--- config.mk ---
export PLATFORM = sky130hd
export DESIGN_NAME = fpga_cfg_loader
export DESIGN_NICKNAME = d
export VERILOG_FILES = /design/src/rtl/fpga_cfg_loader.sv
export SDC_FILE = /design/constraint.sdc
export NUM_CORES = 1
export LEC_CHECK = 0
export ABC_AREA = 1
export CORE_MARGIN = 2
export CORE_UTILIZATION = 50
export CTS_BUF_LIST = sky130_fd_sc_hd__clkbuf_8
export CTS_CLUSTER_DIAMETER = 50
export DETAILED_ROUTE_END_ITERATION = 8
export PLACE_DENSITY = 0.74
export SKIP_CTS_REPAIR_TIMING = 1
export SYNTH_ARGS = -nofsm -noshare
export SYNTH_HDL_FRONTEND = slang
export SYNTH_SLANG_ARGS = --single-unit
export TNS_END_PERCENT = 50
--- constraint.sdc ---
create_clock -name clk -period 6 [get_ports clk]
set_clock_uncertainty 0.1 [all_clocks]
set_input_delay 1.2 -clock clk [delete_from_list [all_inputs] [get_ports clk]]
set_output_delay 1.2 -clock clk [all_outputs]
set_load 0.01 [all_outputs]
--- src/rtl/fpga_cfg_loader.sv ---
// Serial configuration loader feeding the fpga3x3 fabric.
// Hunts for a sync word, shifts in a CFG_WIDTH-bit payload (MSB first) into a
// shadow register, then compares a trailing popcount check field against the
// running popcount. The shadow is committed to `bitstream` only on a match.
//
// Ports:
//   clk        - system clock, rising edge
//   reset      - asynchronous, active-low reset
//   cfg_start  - one-cycle pulse, (re)arms the loader from any state
//   cfg_din    - serial configuration bit
//   cfg_valid  - cfg_din is valid this cycle
//   cfg_ready  - loader accepts a bit this cycle
//   bitstream  - last committed configuration
//   cfg_done   - last load committed successfully
//   cfg_error  - last load failed its check
//   fabric_en  - registered copy of cfg_done; fabric may run
module fpga_cfg_loader #(
    parameter int unsigned              CFG_WIDTH  = 116,
    parameter int unsigned              SYNC_WIDTH = 8,
    parameter logic [SYNC_WIDTH-1:0]    SYNC_WORD  = 8'hA5,
    parameter int unsigned              CHK_WIDTH  = 8
) (
    input  logic                 clk,
    input  logic                 reset,
    input  logic                 cfg_start,
    input  logic                 cfg_din,
    input  logic                 cfg_valid,
    output logic                 cfg_ready,
    output logic [CFG_WIDTH-1:0] bitstream,
    output logic                 cfg_done,
    output logic                 cfg_error,
    output logic                 fabric_en
);

    // One counter serves both the payload and the check field.
    localparam int unsigned CNT_MAX = (CFG_WIDTH > CHK_WIDTH) ? CFG_WIDTH : CHK_WIDTH;
    localparam int unsigned CNT_W   = $clog2(CNT_MAX);

    typedef enum logic [2:0] {
        S_IDLE  = 3'd0,
        S_SYNC  = 3'd1,
        S_LOAD  = 3'd2,
        S_CHECK = 3'd3,
        S_DONE  = 3'd4,
        S_ERROR = 3'd5
    } state_t;

    state_t                 state_q;
    state_t                 next_state;

    logic [SYNC_WIDTH-1:0]  sync_q;
    logic [CFG_WIDTH-1:0]   shadow_q;
    logic [CHK_WIDTH-1:0]   chk_q;
    logic [CHK_WIDTH-1:0]   pop_q;
    logic [CNT_W-1:0]       cnt_q;

    logic                   accept_c;
    logic [SYNC_WIDTH-1:0]  sync_nxt_c;
    logic [CHK_WIDTH-1:0]   chk_nxt_c;
    logic                   load_last_c;
    logic                   chk_last_c;
    logic                   chk_ok_c;
    logic                   ready_nxt_c;

    // State register
    always_ff @(posedge clk or negedge reset) begin
        if (!reset) begin
            state_q <= S_IDLE;
        end else begin
            state_q <= next_state;
        end
    end

    // Next-state logic; cfg_start overrides everything, including a bit on the same edge
    always_comb begin
        next_state  = state_q;
        accept_c    = cfg_valid & cfg_ready;
        sync_nxt_c  = {sync_q[SYNC_WIDTH-2:0], cfg_din};
        chk_nxt_c   = {chk_q[CHK_WIDTH-2:0], cfg_din};
        load_last_c = (cnt_q == CNT_W'(CFG_WIDTH - 1));
        chk_last_c  = (cnt_q == CNT_W'(CHK_WIDTH - 1));
        chk_ok_c    = (chk_nxt_c == pop_q);
        ready_nxt_c = 1'b0;

        if (cfg_start) begin
            next_state = S_SYNC;
        end else begin
            case (state_q)
                S_IDLE: next_state = S_IDLE;
                S_SYNC: begin
                    if (accept_c && (sync_nxt_c == SYNC_WORD)) begin
                        next_state = S_LOAD;
                    end
                end
                S_LOAD: begin
                    if (accept_c && load_last_c) begin
                        next_state = S_CHECK;
                    end
                end
                S_CHECK: begin
                    if (accept_c && chk_last_c) begin
                        next_state = chk_ok_c ? S_DONE : S_ERROR;
                    end
                end
                S_DONE:  next_state = S_DONE;
                S_ERROR: next_state = S_ERROR;
                default: next_state = S_IDLE;
            endcase
        end

        // cfg_ready is registered from the next state so it always matches state_q
        ready_nxt_c = (next_state == S_SYNC) || (next_state == S_LOAD) ||
                      (next_state == S_CHECK);
    end

    // Datapath: sync window, shadow, check, popcount, counter and status outputs
    always_ff @(posedge clk or negedge reset) begin
        if (!reset) begin
            sync_q    <= '0;
            shadow_q  <= '0;
            chk_q     <= '0;
            pop_q     <= '0;
            cnt_q     <= '0;
            bitstream <= '0;
            cfg_done  <= 1'b0;
            cfg_error <= 1'b0;
            fabric_en <= 1'b0;
            cfg_ready <= 1'b0;
        end else begin
            cfg_ready <= ready_nxt_c;
            fabric_en <= cfg_done;

            if (cfg_start) begin
                // Re-arm: discard any partial frame, keep the last committed bitstream
                sync_q    <= '0;
                shadow_q  <= '0;
                chk_q     <= '0;
                pop_q     <= '0;
                cnt_q     <= '0;
                cfg_done  <= 1'b0;
                cfg_error <= 1'b0;
                fabric_en <= 1'b0;
            end else if (accept_c) begin
                case (state_q)
                    S_SYNC: begin
                        sync_q <= sync_nxt_c;
                        if (sync_nxt_c == SYNC_WORD) begin
                            cnt_q <= '0;
                            pop_q <= '0;
                        end
                    end
                    S_LOAD: begin
                        shadow_q <= {shadow_q[CFG_WIDTH-2:0], cfg_din};
                        pop_q    <= pop_q + CHK_WIDTH'(cfg_din);
                        cnt_q    <= load_last_c ? '0 : cnt_q + CNT_W'(1);
                    end
                    S_CHECK: begin
                        chk_q <= chk_nxt_c;
                        cnt_q <= cnt_q + CNT_W'(1);
                        if (chk_last_c) begin
                            if (chk_ok_c) begin
                                bitstream <= shadow_q;
                                cfg_done  <= 1'b1;
                                cfg_error <= 1'b0;
                            end else begin
                                cfg_done  <= 1'b0;
                                cfg_error <= 1'b1;
                            end
                        end
                    end
                    default: begin
                        sync_q <= sync_q;
                    end
                endcase
            end
        end
    end

endmodule

# [Word level (Yosys, flattened, before mapping)]
# Cells that the tools add are included.
[totals] register_bits=268 in_bits=5 output_inout_bits=120 elab_cells=82
[classes] add_sub_neg=2 n_eq_ne=13 mux=35 n_bitwise=2 n_reduce_logical=19
[ops] operator="$mux 116" count=3
[ops] operator="$mux 7" count=10
[ops] operator="$mux 8" count=3
[ops] operator="$pmux 7 s3" count=1
[ops] operator="$pmux 8 s2" count=1
[ops] operator="$pmux 3 s5" count=1
[ops] operator="$eq 3x2->1 const B" count=4
[ops] operator="$mux 1" count=12
[ops] operator="$mux 3" count=4
[ops] operator="$reduce_bool 2->1" count=5
[ops] operator="$reduce_and 3->1" count=3
[ops] operator="$add 8x1->8" count=1
[ops] operator="$eq 8x8->1" count=1
[ops] operator="$eq 8x8->1 const B" count=1
[ops] operator="$add 7x1->7 const B" count=1
[ops] operator="$eq 7x3->1 const B" count=1
[ops] operator="$eq 7x7->1 const B" count=1
[ops] operator="$eq 3x1->1 const B" count=2
[ops] operator="$eq 3x3->1 const B" count=2
[ops] operator="$reduce_and 2->1" count=3
[ops] operator="$reduce_and 5->1" count=1
[ops] operator="$reduce_bool 4->1" count=1
[ops] operator="$logic_and 1x1->1" count=3
[ops] operator="$ne 3x3->1 const B" count=1
[ops] operator="other kinds (4)" count=5

# [Depth between registers and ports, before layout]
[logic_depth] depth_word=8 ltp_mapped=13

# [Least setup slack after synthesis]
# OpenSTA, ideal clock, no wires.
[synth_path] kind="input to register" startpoint="input port cfg_din" endpoint="register bitstream[115]" setup_time_ns=0.130 t_arrival_ns=2.516 setup_slack_ns=3.253 path_stages=9 path_cell_list="ha_1 > a21oi_1 > nand2_1 > nor4_4 > nand3_2 > buf_6 > buf_6 > nand2_1 > o21ai_1"
[synth_via] elab_chain_cells=2
[synth_rtl] item="from (decl)" line_no="26" text="input logic cfg_din,"
[synth_rtl] item="$eq 8x8->1" line_no="82" text="chk_ok_c = (chk_nxt_c == pop_q);"
[synth_rtl] item="$reduce_and 5->1 (no source line)"
[synth_rtl] item="to (signal assigned)" line_no="162" text="bitstream <= shadow_q;"
[synth_rtl] item="to (decl)" line_no="29" text="output logic [CFG_WIDTH-1:0] bitstream,"
# Every way passes these cells.
# A chain may end at the register's enable or synchronous reset.

# [Worst setup path after layout]
[layout_path] startpoint="input port cfg_valid" endpoint="register bitstream[17]"
[layout_via] elab_chain_cells=2
[layout_rtl] item="from (decl)" line_no="27" text="input logic cfg_valid,"
[layout_rtl] item="$and 1x1->1" line_no="77" text="accept_c = cfg_valid & cfg_ready;"
[layout_rtl] item="$reduce_and 5->1 (no source line)"
# Every way passes these cells.

==> impl_metrics.env <==
export IMPL_grt_pass1_wl_um=35700
export IMPL_multiInputGateArea_sq_mm=0.00295
export IMPL_syn_to_final_growth_pct=21.1
export IMPL_crit_type="in -> reg"
export IMPL_via_per_inst=5.17
export IMPL_track_usage_pct=19.5
export IMPL_max_freq_mhz=263
export IMPL_post_synth_top_count_cell="dfrtp_1"
export IMPL_die_w_um=150
export IMPL_regArea_sq_mm=0.00671
export IMPL_synth_top_area_cell="dfrtp_1"
export IMPL_drv_slew=0
export IMPL_clk_path_buf_depth=3
export IMPL_ys_ff_latch=268
export IMPL_synth_area_sq_mm=0.0106
export IMPL_synth_edf_count=0
export IMPL_swShare_pct=21.7
export IMPL_row_count=53
export IMPL_hold_viol=0
export IMPL_powerDensity_mw_per_mm2=273
export IMPL_remaining_drc_errors=0
export IMPL_cellLeakagePower_nw=5.73
export IMPL_placed_area_sq_mm=0.0120
export IMPL_max_cap_violations=0
export IMPL_ys_seq_area_share_pct=63.1
export IMPL_tritoncts="built"
export IMPL_synth_top_area_share_pct=63.1
export IMPL_yosys_warnings=0
export IMPL_post_drt_wl_per_cell_um=14.5
export IMPL_worst_ep_required_time_ps=6290
export IMPL_io_buffer_count=124
export IMPL_dp_hpwl_um=13100
export IMPL_ant_nets=0
export IMPL_nFillCells=1729
export IMPL_ios=125
export IMPL_ir_drop_uv=270
export IMPL_grt_pass1_vias=7295
export IMPL_ctsRootBufferMaster="clkbuf_8"
export IMPL_place_inst=1384
export IMPL_synth_cell_types=32
export IMPL_ctsHtreeMaxLevel=2
export IMPL_synth_async_sr_flop_share_pct=100
export IMPL_synth_area_leaders="dfrtp_1 (63%), o22ai_1 (6.8%), nand2_1 (6.6%)"
export IMPL_status="complete, no violations"
export IMPL_die_h_um=150
export IMPL_setup_viol=0
export IMPL_num_antenna_cells=0
export IMPL_core_region_area_sq_mm=0.0210
export IMPL_ff2ff_path_depth=11
export IMPL_reg2reg_slack_ps=2850
export IMPL_fin_crit_sh_pct=63.4
export IMPL_final_core_util_pct=61.5
export IMPL_critical_path_max_fanout=81
export IMPL_power_internal_mw=2.76
export IMPL_synth_common_cells="dfrtp_1 (268), nand2_1 (186), inv_1 (159)"
export IMPL_initial_core_util_pct=50.7
export IMPL_cts_sinks=268
export IMPL_hold_slack_ps=380
export IMPL_dr_first_iter_drc_count=429
export IMPL_hold_class="reg -> reg"
export IMPL_synth_ff_type="dfrtp_1"
export IMPL_fin_cells=1460
export IMPL_final_area_sq_mm=0.0129
export IMPL_switching_power_mw=0.764
export IMPL_antenna_found_initial=0
export IMPL_cts_buffers=42
export IMPL_power_frac_comb_pct=2.7
export IMPL_maxSlewHeadroom_pct=17.6
export IMPL_period_minus_slack_ps=3800
export IMPL_worstReg2RegEnd="bitstream[17]$_DFFE_PN0P_"
export IMPL_drive_gt1_share_pct=12.9
export IMPL_startpoint_type="primary input"
export IMPL_gp_congestion=0.841
export IMPL_r2r_start="cnt_q[0]$_DFFE_PN0P_"
export IMPL_wl_um=21200
export IMPL_p_seq_share_pct=51.5
export IMPL_dieArea_sq_mm=0.0224
export IMPL_grt_max_degree=147
export IMPL_syn_inst=1033
export IMPL_avgSynthCellArea_sq_um=10.3
export IMPL_path_clk_slew_ps=60
export IMPL_critPathCaptureType="flip-flop"
export IMPL_rsz0062_at_grt="no"
export IMPL_worst_ep_arrival_time_ps=4100
export IMPL_startpoint="cfg_valid"
export IMPL_dr_pass1_iters=5
export IMPL_num_vias=7548
export IMPL_insertion_delay_ps=530
export IMPL_syn_nets=1043
export IMPL_gr_total_overflow=0
export IMPL_fin_setup_tns_ps=0
export IMPL_power_frac_clock_pct=45.8
export IMPL_nets=1163
export IMPL_worstSetupEndpoint="bitstream[17]$_DFFE_PN0P_"
export IMPL_worst_slew_pin_slew_ps=1240
-- layout make-up --
cell class | count | share of cell area [%]
inverter | 168 | 4.90
tap | 275 | 2.67
multi-input combinational | 543 | 22.9
clock inverter | 16 | 0.777
clock buffer | 60 | 6.41
timing repair buffer | 130 | 10.2
sequential | 268 | 52.1
-- placed cells by master, fill, tap and decap left out, types with 2 or more instances in the layout --
cell and instances:
clkinv_2 4, nand3_1 30, o22ai_1 116, inv_1 168
nor2_1 24, nor3b_1 3, ha_1 5, a21oi_1 6
o21ai_1 52, nor3_1 2, nand4_1 7, o21ai_0 38
clkdlybuf4s50_1 123, inv_2 9, nand2_1 185, clkbuf_8 60
dfrtp_1 268, o21ai_2 60, buf_12 2, buf_4 4
-- worst min-delay path by stage --
stage                     depth (start not counted)                          to  slack, ps                       start
after floorplan                                   1        cnt_q[0]$_DFFE_PN0P_        370        cnt_q[0]$_DFFE_PN0P_
after global placement                            2    bitstream[7]$_DFFE_PN0P_        370    bitstream[7]$_DFFE_PN0P_
after detailed placement                          2    bitstream[7]$_DFFE_PN0P_        370    bitstream[7]$_DFFE_PN0P_
after CTS                                         2    bitstream[7]$_DFFE_PN0P_        380    bitstream[7]$_DFFE_PN0P_
after global routing                              2  bitstream[105]$_DFFE_PN0P_        400  bitstream[105]$_DFFE_PN0P_
final                                             2    bitstream[9]$_DFFE_PN0P_        380    bitstream[9]$_DFFE_PN0P_
-- through the flow --
| step | worst slack (ps) | power, mW |
|---|---|---|
| 2_1_floorplan | 3250 | 1.89 |
| 3_3_place_gp | 1710 | 1.94 |
| 3_5_place_dp | 1660 | 1.94 |
| 4_1_cts | 2210 | 3.57 |
| 5_1_grt | 1880 | 3.66 |
| 6_report | 2200 | 3.52 |
-- sequential cells by signal (all words and copies together), names as in the netlist --
register and count:
chk_q 7, fabric_en 1, cnt_q 7, cfg_done 1, pop_q 8, bitstream 116, sync_q 7, cfg_ready 1
state_q 3, shadow_q 116, cfg_error 1
-- power by group through the flow --
stage / sequential (mW) / combinational [mW] / clock, mW
2_1_floorplan: 1.84 / 0.0440 / 0
3_3_place_gp: 1.84 / 0.0969 / 0
3_5_place_dp: 1.84 / 0.0979 / 0
4_1_cts: 1.81 / 0.0983 / 1.66
5_1_grt: 1.81 / 0.110 / 1.74
6_report: 1.81 / 0.0958 / 1.61
-- logic make-up (layout without fill, tap and decap cells) --
kind of cell	Yosys count	in the layout	share of synthesized area, %
flip-flops	268	268	63.1
AO/OA/AOI/OAI	277	277	16.7
buffers and inverters	222	374	9.32
XOR/XNOR	1	1	0.0824
adder cells (fa/ha/maj)	5	5	0.588
AND/OR/NAND/NOR	260	260	10.2
-- per-layer routing --
| metal | share of wire, % | global-route usage (%) |
|---|---|---|
| met1 | 48 | 29.1 |
| met2 | 45 | 28.9 |
| met3 | 5.9 | 4.45 |
| met4 | 1.9 | 5.71 |
| met5 | 0 | 0 |
-- worst max-delay path, stage by stage --
cell and delay [ps]:
clkdlybuf4s50_1 460, nand2_1 150, inv_2 160, nand2_1 70
nor2_1 280, nand2_1 140, inv_2 120, nand3_4 660
buf_4 620, nand2_1 150, o21ai_2 60
Note: power is estimated with default switching activity, not from simulation.
